==> src/rtl/ddr_wr_dp_pkg.sv <==
// rtl/ddr_wr_dp_pkg.sv - shared types, PHY word layout and parameter checks for ddr_wr_dp
package ddr_wr_dp_pkg;

   typedef enum logic [2:0] {
      ST_IDLE = 3'd0,
      ST_WAIT = 3'd1,
      ST_PRE  = 3'd2,
      ST_DATA = 3'd3,
      ST_POST = 3'd4
   } state_e;

   localparam int TX_W       = 36;
   localparam int DAT_HI_MSB = 35;
   localparam int DAT_HI_LSB = 20;
   localparam int DAT_LO_MSB = 19;
   localparam int DAT_LO_LSB = 4;
   localparam int SEL_MSB    = 3;
   localparam int SEL_LSB    = 0;

   function automatic bit bl_legal(int bl);
      return (bl == 4) || (bl == 8);
   endfunction

   // First beat goes in the upper half, matching the PHY's tx_dat_i ordering.
   function automatic logic [TX_W-1:0] pack_tx(logic [31:0] dat, logic [3:0] sel);
      logic [TX_W-1:0] w;
      w                         = '0;
      w[DAT_HI_MSB:DAT_HI_LSB]  = dat[31:16];
      w[DAT_LO_MSB:DAT_LO_LSB]  = dat[15:0];
      w[SEL_MSB:SEL_LSB]        = sel;
      return w;
   endfunction

endpackage

==> src/rtl/ddr_wr_dp_if.sv <==
// rtl/ddr_wr_dp_if.sv - command, Tx FIFO and PHY-side signals of the write datapath
interface ddr_wr_dp_if;
   import ddr_wr_dp_pkg::*;

   logic            wr_cmd_i;
   logic [31:0]     fifo_dat_i;
   logic [3:0]      fifo_sel_i;
   logic            fifo_empty_i;
   logic            err_clr_i;
   logic            fifo_rd_o;
   logic [TX_W-1:0] tx_dat_o;
   logic            dq_en_o;
   logic            dqm_en_o;
   logic            busy_o;
   logic            wr_ack_o;
   logic            underrun_o;
   logic            cmd_err_o;

   modport slave (
      input  wr_cmd_i, fifo_dat_i, fifo_sel_i, fifo_empty_i, err_clr_i,
      output fifo_rd_o, tx_dat_o, dq_en_o, dqm_en_o, busy_o, wr_ack_o,
             underrun_o, cmd_err_o
   );

   modport master (
      output wr_cmd_i, fifo_dat_i, fifo_sel_i, fifo_empty_i, err_clr_i,
      input  fifo_rd_o, tx_dat_o, dq_en_o, dqm_en_o, busy_o, wr_ack_o,
             underrun_o, cmd_err_o
   );

endinterface

==> src/rtl/ddr_wr_dp.sv <==
// rtl/ddr_wr_dp.sv - DDR write sequencer: WL wait, DQS preamble, BL/2 data words, postamble
module ddr_wr_dp
   import ddr_wr_dp_pkg::*;
#(
   parameter int BL = 4,
   parameter int WL = 2
) (
   input logic         clk_0,
   input logic         rst_n,
   ddr_wr_dp_if.slave  bus
);

   // An illegal BL falls back to the BL=4 word count.
   localparam logic [1:0] BEAT_LAST = bl_legal(BL) ? 2'(BL/2 - 1) : 2'd1;
   localparam logic [3:0] WAIT_INIT = 4'(WL - 2);
   localparam bit         WL_SHORT  = (WL <= 2);

   state_e          state_q, state_d;
   logic [3:0]      wait_q, wait_d;
   logic [1:0]      beat_q, beat_d;
   logic            pend_q, pend_d;
   logic [TX_W-1:0] tx_dat_q, tx_dat_d;
   logic            dq_en_q, dq_en_d;
   logic            dqm_en_q, dqm_en_d;
   logic            busy_q, busy_d;
   logic            wr_ack_q, wr_ack_d;
   logic            underrun_q, underrun_d;
   logic            cmd_err_q, cmd_err_d;
   logic            fifo_rd;
   logic            launch;

   always_ff @(posedge clk_0 or negedge rst_n) begin
      if (!rst_n) begin
         state_q    <= ST_IDLE;
         wait_q     <= '0;
         beat_q     <= '0;
         pend_q     <= 1'b0;
         tx_dat_q   <= '0;
         dq_en_q    <= 1'b0;
         dqm_en_q   <= 1'b0;
         busy_q     <= 1'b0;
         wr_ack_q   <= 1'b0;
         underrun_q <= 1'b0;
         cmd_err_q  <= 1'b0;
      end else begin
         state_q    <= state_d;
         wait_q     <= wait_d;
         beat_q     <= beat_d;
         pend_q     <= pend_d;
         tx_dat_q   <= tx_dat_d;
         dq_en_q    <= dq_en_d;
         dqm_en_q   <= dqm_en_d;
         busy_q     <= busy_d;
         wr_ack_q   <= wr_ack_d;
         underrun_q <= underrun_d;
         cmd_err_q  <= cmd_err_d;
      end
   end

   always_comb begin
      state_d    = state_q;
      wait_d     = wait_q;
      beat_d     = beat_q;
      pend_d     = pend_q;
      tx_dat_d   = '0;
      dq_en_d    = 1'b0;
      dqm_en_d   = 1'b0;
      wr_ack_d   = 1'b0;
      fifo_rd    = 1'b0;
      launch     = 1'b0;
      underrun_d = underrun_q & ~bus.err_clr_i;
      cmd_err_d  = cmd_err_q & ~bus.err_clr_i;

      // POST handles its own command arrival since the slot frees there.
      if (bus.wr_cmd_i && (state_q != ST_IDLE) && (state_q != ST_POST)) begin
         if (pend_q) begin
            cmd_err_d = 1'b1;
         end else begin
            pend_d = 1'b1;
         end
      end

      case (state_q)
         ST_IDLE: begin
            if (bus.wr_cmd_i) begin
               launch = 1'b1;
            end
         end
         ST_WAIT: begin
            wait_d = wait_q - 4'd1;
            if (wait_q <= 4'd1) begin
               state_d = ST_PRE;
            end
         end
         ST_PRE: begin
            dq_en_d  = 1'b1;
            dqm_en_d = 1'b1;
            beat_d   = BEAT_LAST;
            state_d  = ST_DATA;
         end
         ST_DATA: begin
            dq_en_d = 1'b1;
            if (!bus.fifo_empty_i) begin
               fifo_rd  = 1'b1;
               tx_dat_d = pack_tx(bus.fifo_dat_i, bus.fifo_sel_i);
            end else begin
               tx_dat_d   = pack_tx(bus.fifo_dat_i, 4'b0000);
               underrun_d = 1'b1;
            end
            if (beat_q == 2'd0) begin
               state_d = ST_POST;
            end else begin
               beat_d = beat_q - 2'd1;
            end
         end
         ST_POST: begin
            dq_en_d  = 1'b1;
            dqm_en_d = 1'b1;
            wr_ack_d = 1'b1;
            if (pend_q) begin
               pend_d = 1'b0;
               launch = 1'b1;
               if (bus.wr_cmd_i) begin
                  cmd_err_d = 1'b1;
               end
            end else if (bus.wr_cmd_i) begin
               launch = 1'b1;
            end else begin
               state_d = ST_IDLE;
            end
         end
         default: begin
            state_d = ST_IDLE;
         end
      endcase

      if (launch) begin
         wait_d  = WAIT_INIT;
         state_d = WL_SHORT ? ST_PRE : ST_WAIT;
      end

      busy_d = (state_d != ST_IDLE) || pend_d;
   end

   assign bus.fifo_rd_o  = fifo_rd;
   assign bus.tx_dat_o   = tx_dat_q;
   assign bus.dq_en_o    = dq_en_q;
   assign bus.dqm_en_o   = dqm_en_q;
   assign bus.busy_o     = busy_q;
   assign bus.wr_ack_o   = wr_ack_q;
   assign bus.underrun_o = underrun_q;
   assign bus.cmd_err_o  = cmd_err_q;

endmodule

==> src/flat_wrapper.sv <==
// flat-port wrapper written by rule: the top's interface ports become plain ports
module ddr_wr_dp_flat import ddr_wr_dp_pkg::*;
#(
   parameter int BL = 4,
   parameter int WL = 2
)
  (clk_0, rst_n, bus_wr_cmd_i, bus_fifo_dat_i, bus_fifo_sel_i, bus_fifo_empty_i, bus_err_clr_i, bus_fifo_rd_o, bus_tx_dat_o, bus_dq_en_o, bus_dqm_en_o, bus_busy_o, bus_wr_ack_o, bus_underrun_o, bus_cmd_err_o);
  ddr_wr_dp_if bus_i ();
  input logic clk_0;
  input logic rst_n;
  input wire logic [$bits(bus_i.wr_cmd_i)-1:0] bus_wr_cmd_i;
  input wire logic [$bits(bus_i.fifo_dat_i)-1:0] bus_fifo_dat_i;
  input wire logic [$bits(bus_i.fifo_sel_i)-1:0] bus_fifo_sel_i;
  input wire logic [$bits(bus_i.fifo_empty_i)-1:0] bus_fifo_empty_i;
  input wire logic [$bits(bus_i.err_clr_i)-1:0] bus_err_clr_i;
  output wire logic [$bits(bus_i.fifo_rd_o)-1:0] bus_fifo_rd_o;
  output wire logic [$bits(bus_i.tx_dat_o)-1:0] bus_tx_dat_o;
  output wire logic [$bits(bus_i.dq_en_o)-1:0] bus_dq_en_o;
  output wire logic [$bits(bus_i.dqm_en_o)-1:0] bus_dqm_en_o;
  output wire logic [$bits(bus_i.busy_o)-1:0] bus_busy_o;
  output wire logic [$bits(bus_i.wr_ack_o)-1:0] bus_wr_ack_o;
  output wire logic [$bits(bus_i.underrun_o)-1:0] bus_underrun_o;
  output wire logic [$bits(bus_i.cmd_err_o)-1:0] bus_cmd_err_o;
  assign bus_i.wr_cmd_i = bus_wr_cmd_i;
  assign bus_i.fifo_dat_i = bus_fifo_dat_i;
  assign bus_i.fifo_sel_i = bus_fifo_sel_i;
  assign bus_i.fifo_empty_i = bus_fifo_empty_i;
  assign bus_i.err_clr_i = bus_err_clr_i;
  assign bus_fifo_rd_o = bus_i.fifo_rd_o;
  assign bus_tx_dat_o = bus_i.tx_dat_o;
  assign bus_dq_en_o = bus_i.dq_en_o;
  assign bus_dqm_en_o = bus_i.dqm_en_o;
  assign bus_busy_o = bus_i.busy_o;
  assign bus_wr_ack_o = bus_i.wr_ack_o;
  assign bus_underrun_o = bus_i.underrun_o;
  assign bus_cmd_err_o = bus_i.cmd_err_o;
  ddr_wr_dp #(.BL(BL), .WL(WL)) u_core (.clk_0(clk_0), .rst_n(rst_n), .bus(bus_i));
endmodule
==> config.mk <==
export PLATFORM = sky130hd
export DESIGN_NAME = ddr_wr_dp_flat
export DESIGN_NICKNAME = d
export VERILOG_FILES = /design/src/rtl/ddr_wr_dp_pkg.sv /design/src/rtl/ddr_wr_dp_if.sv /design/src/rtl/ddr_wr_dp.sv /design/src/flat_wrapper.sv
export SDC_FILE = /design/constraint.sdc
export NUM_CORES = 1
export LEC_CHECK = 0
export CAP_MARGIN = 30
export CELL_PAD_IN_SITES_DETAIL_PLACEMENT = 1
export CELL_PAD_IN_SITES_GLOBAL_PLACEMENT = 2
export CORE_ASPECT_RATIO = 1.2
export CORE_MARGIN = 2
export CORE_UTILIZATION = 25
export DETAILED_ROUTE_END_ITERATION = 6
export GPL_TIMING_DRIVEN = 0
export PLACE_DENSITY = 0.77
export SETUP_SLACK_MARGIN = 0.02
export SKIP_LAST_GASP = 1
export SLEW_MARGIN = 30
export SYNTH_ARGS = -nofsm -noshare
export SYNTH_HDL_FRONTEND = slang
export SYNTH_SLANG_ARGS = --single-unit
==> constraint.sdc <==
create_clock -name clk_0 -period 1.6 [get_ports clk_0]
set_input_delay 0.24 -clock clk_0 [delete_from_list [all_inputs] [get_ports clk_0]]
set_output_delay 0.24 -clock clk_0 [all_outputs]
set_load 0.1 [all_outputs]
==> impl_results.md <==
* Result of the run: finished clean
* Routed via count divided by cell count at ~4.3
* Die area at 8390 µm²
* Via count of the first global-routing pass at 1579
* Synthesis-stage register bit count at 52
* Count of inserted antenna diode cells at 0
* Worst R2R Start: u_core.state_q[1]
* Slew at the pin closest to its max-slew limit at 0.572 ns
* Flip-flop cell with the highest count after synthesis: sky130_fd_sc_hd__dfrtp_1
* Count of antenna-violating nets left after detailed routing at 0
* RSZ-0062 raised after global routing: true
* Row Count at 35
* Post-Synthesis Net Count at 196
* Arrival time reported for the critical path endpoint at between 1 and 1.5 ns
* WL final at a little under 5000 µm
* Number of port buffers at between 80 and 90
* Critical-path cell list: buf_6 > nor2b_4 > nand2_8 > nor2_4 > buf_12
* Type of the setup path with the least slack: reg2out
* Average instance area after synthesis at ~13 µm²
* Pins Over Slew Limit at 0
* Post-Place Cell Area at 2900 µm²
* Deepest level of the CTS H-tree at 2
* Biggest fanout along the worst timing path at 5
* Most common library cells after synthesis: sky130_fd_sc_hd__dfrtp_1, sky130_fd_sc_hd__and3_1, sky130_fd_sc_hd__nor2_1
* Remaining global-route overflow at 0
* Async S/R FF share, synth at 1.00
* Vias after detailed routing at between 1000 and 1500
* Fraction of final layout cells with drive strength greater than 1 at 0.273
* Unique cell type count in the Yosys netlist at 28
* Shortest clock period the worst path allows after layout at 1.56 ns
* Post-route core utilization at 0.419
* Number of clock sinks at 52
* Maximum frequency from static timing analysis at approximately 0.64 GHz
* First-pass GRT wire length at 7870 µm
* Fin Clk Skew at between 0.004 and 0.005 ns
* Combinational family with the most area after synthesis: simple AND/OR/NAND/NOR gates
* Synth Cell Area at 1920 µm²
* Total global-route track usage at 0.117
* Area share of xor/xnor cells in the synthesized design at 0.0137
* Cell type contributing the most total cell area after synthesis: sky130_fd_sc_hd__dfrtp_1
* Proportion of synthesized chip area in sequential cells at 0.679
* Sort of element at the end of the critical path: primary output
* Complex-gate fraction of the synthesized area at 0.0437
* Number of top-level pins at 84
* Hold Vio Cnt, Final at 0
* Initial antenna violation count at 0
* Yosys warning count at 0
* CTS tree: built
* Multiplexer fraction of the synthesized cell area at 0
* Critical Path Source Type: register
* CP startpoint: u_core.state_q[1]
* Worst-path clk slew at 0.09 ns
* Fraction of synthesized cell area taken by the top area cell type at 0.679
* 1st-iter DRT viols at 21
* Most frequently used cell type in the post-synthesis netlist: sky130_fd_sc_hd__dfrtp_1
* Headroom to the max-slew limit at 0.620
* Post-synthesis cell count at 152
* Cell chosen for the clock root: sky130_fd_sc_hd__clkbuf_8
* Slowest Stage Delay on Critical Path at 0.35 ns
* Total clock buffers created by CTS at 5
* Detailed-placement wirelength estimate at 3570 µm
* Final RePlAce weighted congestion at approximately 0.71
* Die width at 83.9 µm
* Number of max-capacitance violations reported at 0
* Final cell area excluding filler cells at 3170 µm²
* Post-synthesis share of cell area spent on and, or, nand and nor gates at 0.202
* Ranking of synthesized cells by area: sky130_fd_sc_hd__dfrtp_1, sky130_fd_sc_hd__and3_1, sky130_fd_sc_hd__ha_1
* Effective utilization at floorplan at 0.253
* Portion of the clock cycle consumed by the worst path in the final layout at 0.977
* Routed wirelength normalized by instance count at 14.3 µm
* Area added between synthesis and finish at 65.5%
* HP Class: in2async
* Maximum root-to-sink buffer count at 2
* Die H at 99.9 µm
* Data required time of the critical path at between 1 and 1.5 ns
* Placeable core area at between 7000 and 8000 µm²
* Slowest CP cell: sky130_fd_sc_hd__dfrtp_1
* Adder-cell area share of the yosys netlist at 0.0196
* DRC viols at 0
* Maximum number of pins on one net before global-route repair at 35
* Number of enable-type register cells in the synthesized netlist at 0
* 1st-pass router iterations at 3
* Clock latency on the worst-skew pair at around 0.3 ns
* Total of endpoints with negative setup slack in the final report at 0
* Filler cells at 811
* Nets@finish at 296
==> state kept, by name (all words and copies together), names as in the netlist <==
signal	count
u_core.bus.busy_o	1
u_core.bus.cmd_err_o	1
u_core.wait_q	4
u_core.state_q	3
u_core.bus.underrun_o	1
u_core.beat_q	2
u_core.bus.dqm_en_o	1
u_core.bus.tx_dat_o	36
u_core.pend_q	1
u_core.bus.wr_ack_o	1
u_core.bus.dq_en_o	1
==> cell type report <==
type / count / area [µm²] / area share
timing repair buffer: 94 / 988 / 0.312
clock inverter: 2 / 38.8 / 0.0122
buffer: 9 / 56.3 / 0.0177
clock buffer: 6 / 72.6 / 0.0229
multi-input combinational: 81 / 566 / 0.178
tap: 92 / 115 / 0.0363
inverter: 9 / 33.8 / 0.0106
sequential: 52 / 1300 / 0.410
==> layout by cell type (no fill, tap or decap), drive strengths merged, types with 5 or more instances in the layout <==
cell / netlist / routed
nor3b: 5 / 5
inv: 9 / 10
dfrtp: 52 / 52
nor2: 10 / 10
nand2: 6 / 6
clkdlybuf4s15: 0 / 42
and3: 33 / 33
buf: 2 / 15
clkdlybuf4s50: 0 / 39
clkbuf: 8 / 12
==> metrics by stage <==
step | hold slack, ns | setup WS (ns) | TNS [ns] | cells
detailed placement | 0.143 | -1.01 | -4.44 | 328
finish | 0.359 | 0.0364 | 0 | 345
floorplan | -0.0556 | 0.0348 | 0 | 152
global route | 0.364 | -0.0260 | -0.0260 | 345
CTS | 0.352 | -0.131 | -0.131 | 338
global placement | 0.473 | -1.35 | -73.90 | 327
==> metal layers <==
layer / global-route usage / wire length, µm
met3: 0.0304 / 249
met5: 0 / 0
met1: 0.145 / 2020
met4: 0.0223 / 18
met2: 0.207 / 2660
==> critical path, delay by kind of cell (launching register included) <==
kind | cells | cell delay (ns)
buf+inv | 2 | 0.29
flops | 1 | 0.35
simple gates | 3 | 0.38
==> final timing paths <==
kind / endpoint / slack [ns] / cells after the start
worst max-delay path: bus_fifo_rd_o / 0.04 / 5
worst min-delay path: u_core.bus.tx_dat_o[1] / 0.36 / 2
worst max register to register: u_core.state_q[1] / 0.06 / 5
worst min register to register: u_core.beat_q[1] / 0.50 / 1
max in group asynchronous: u_core.bus.tx_dat_o[17] / 0.78 / 3
min in group clk_0: u_core.beat_q[1] / 0.50 / 1
==> logic make-up (layout without fill, tap and decap cells) <==
group | after synthesis | count (layout)
AO/OA/AOI/OAI | 12 | 12
flip-flops | 52 | 52
buffers and inverters | 19 | 120
AND/OR/NAND/NOR | 63 | 63
XOR/XNOR | 3 | 3
adder cells (fa/ha/maj) | 3 | 3
==> timing repair <==
action | CTS | global route
endpoints found under the hold margin | 18 | 0
resized for setup | 139 | 5
pin swaps | 0 | 2
hold buffers | 1 | 0
setup endpoints to repair | 53 | 21
buffers inserted | 1 | 8
Power is left out: the tool's default activity adds up to more than one toggle a clock period on the data nets, which glitch-free logic cannot reach.
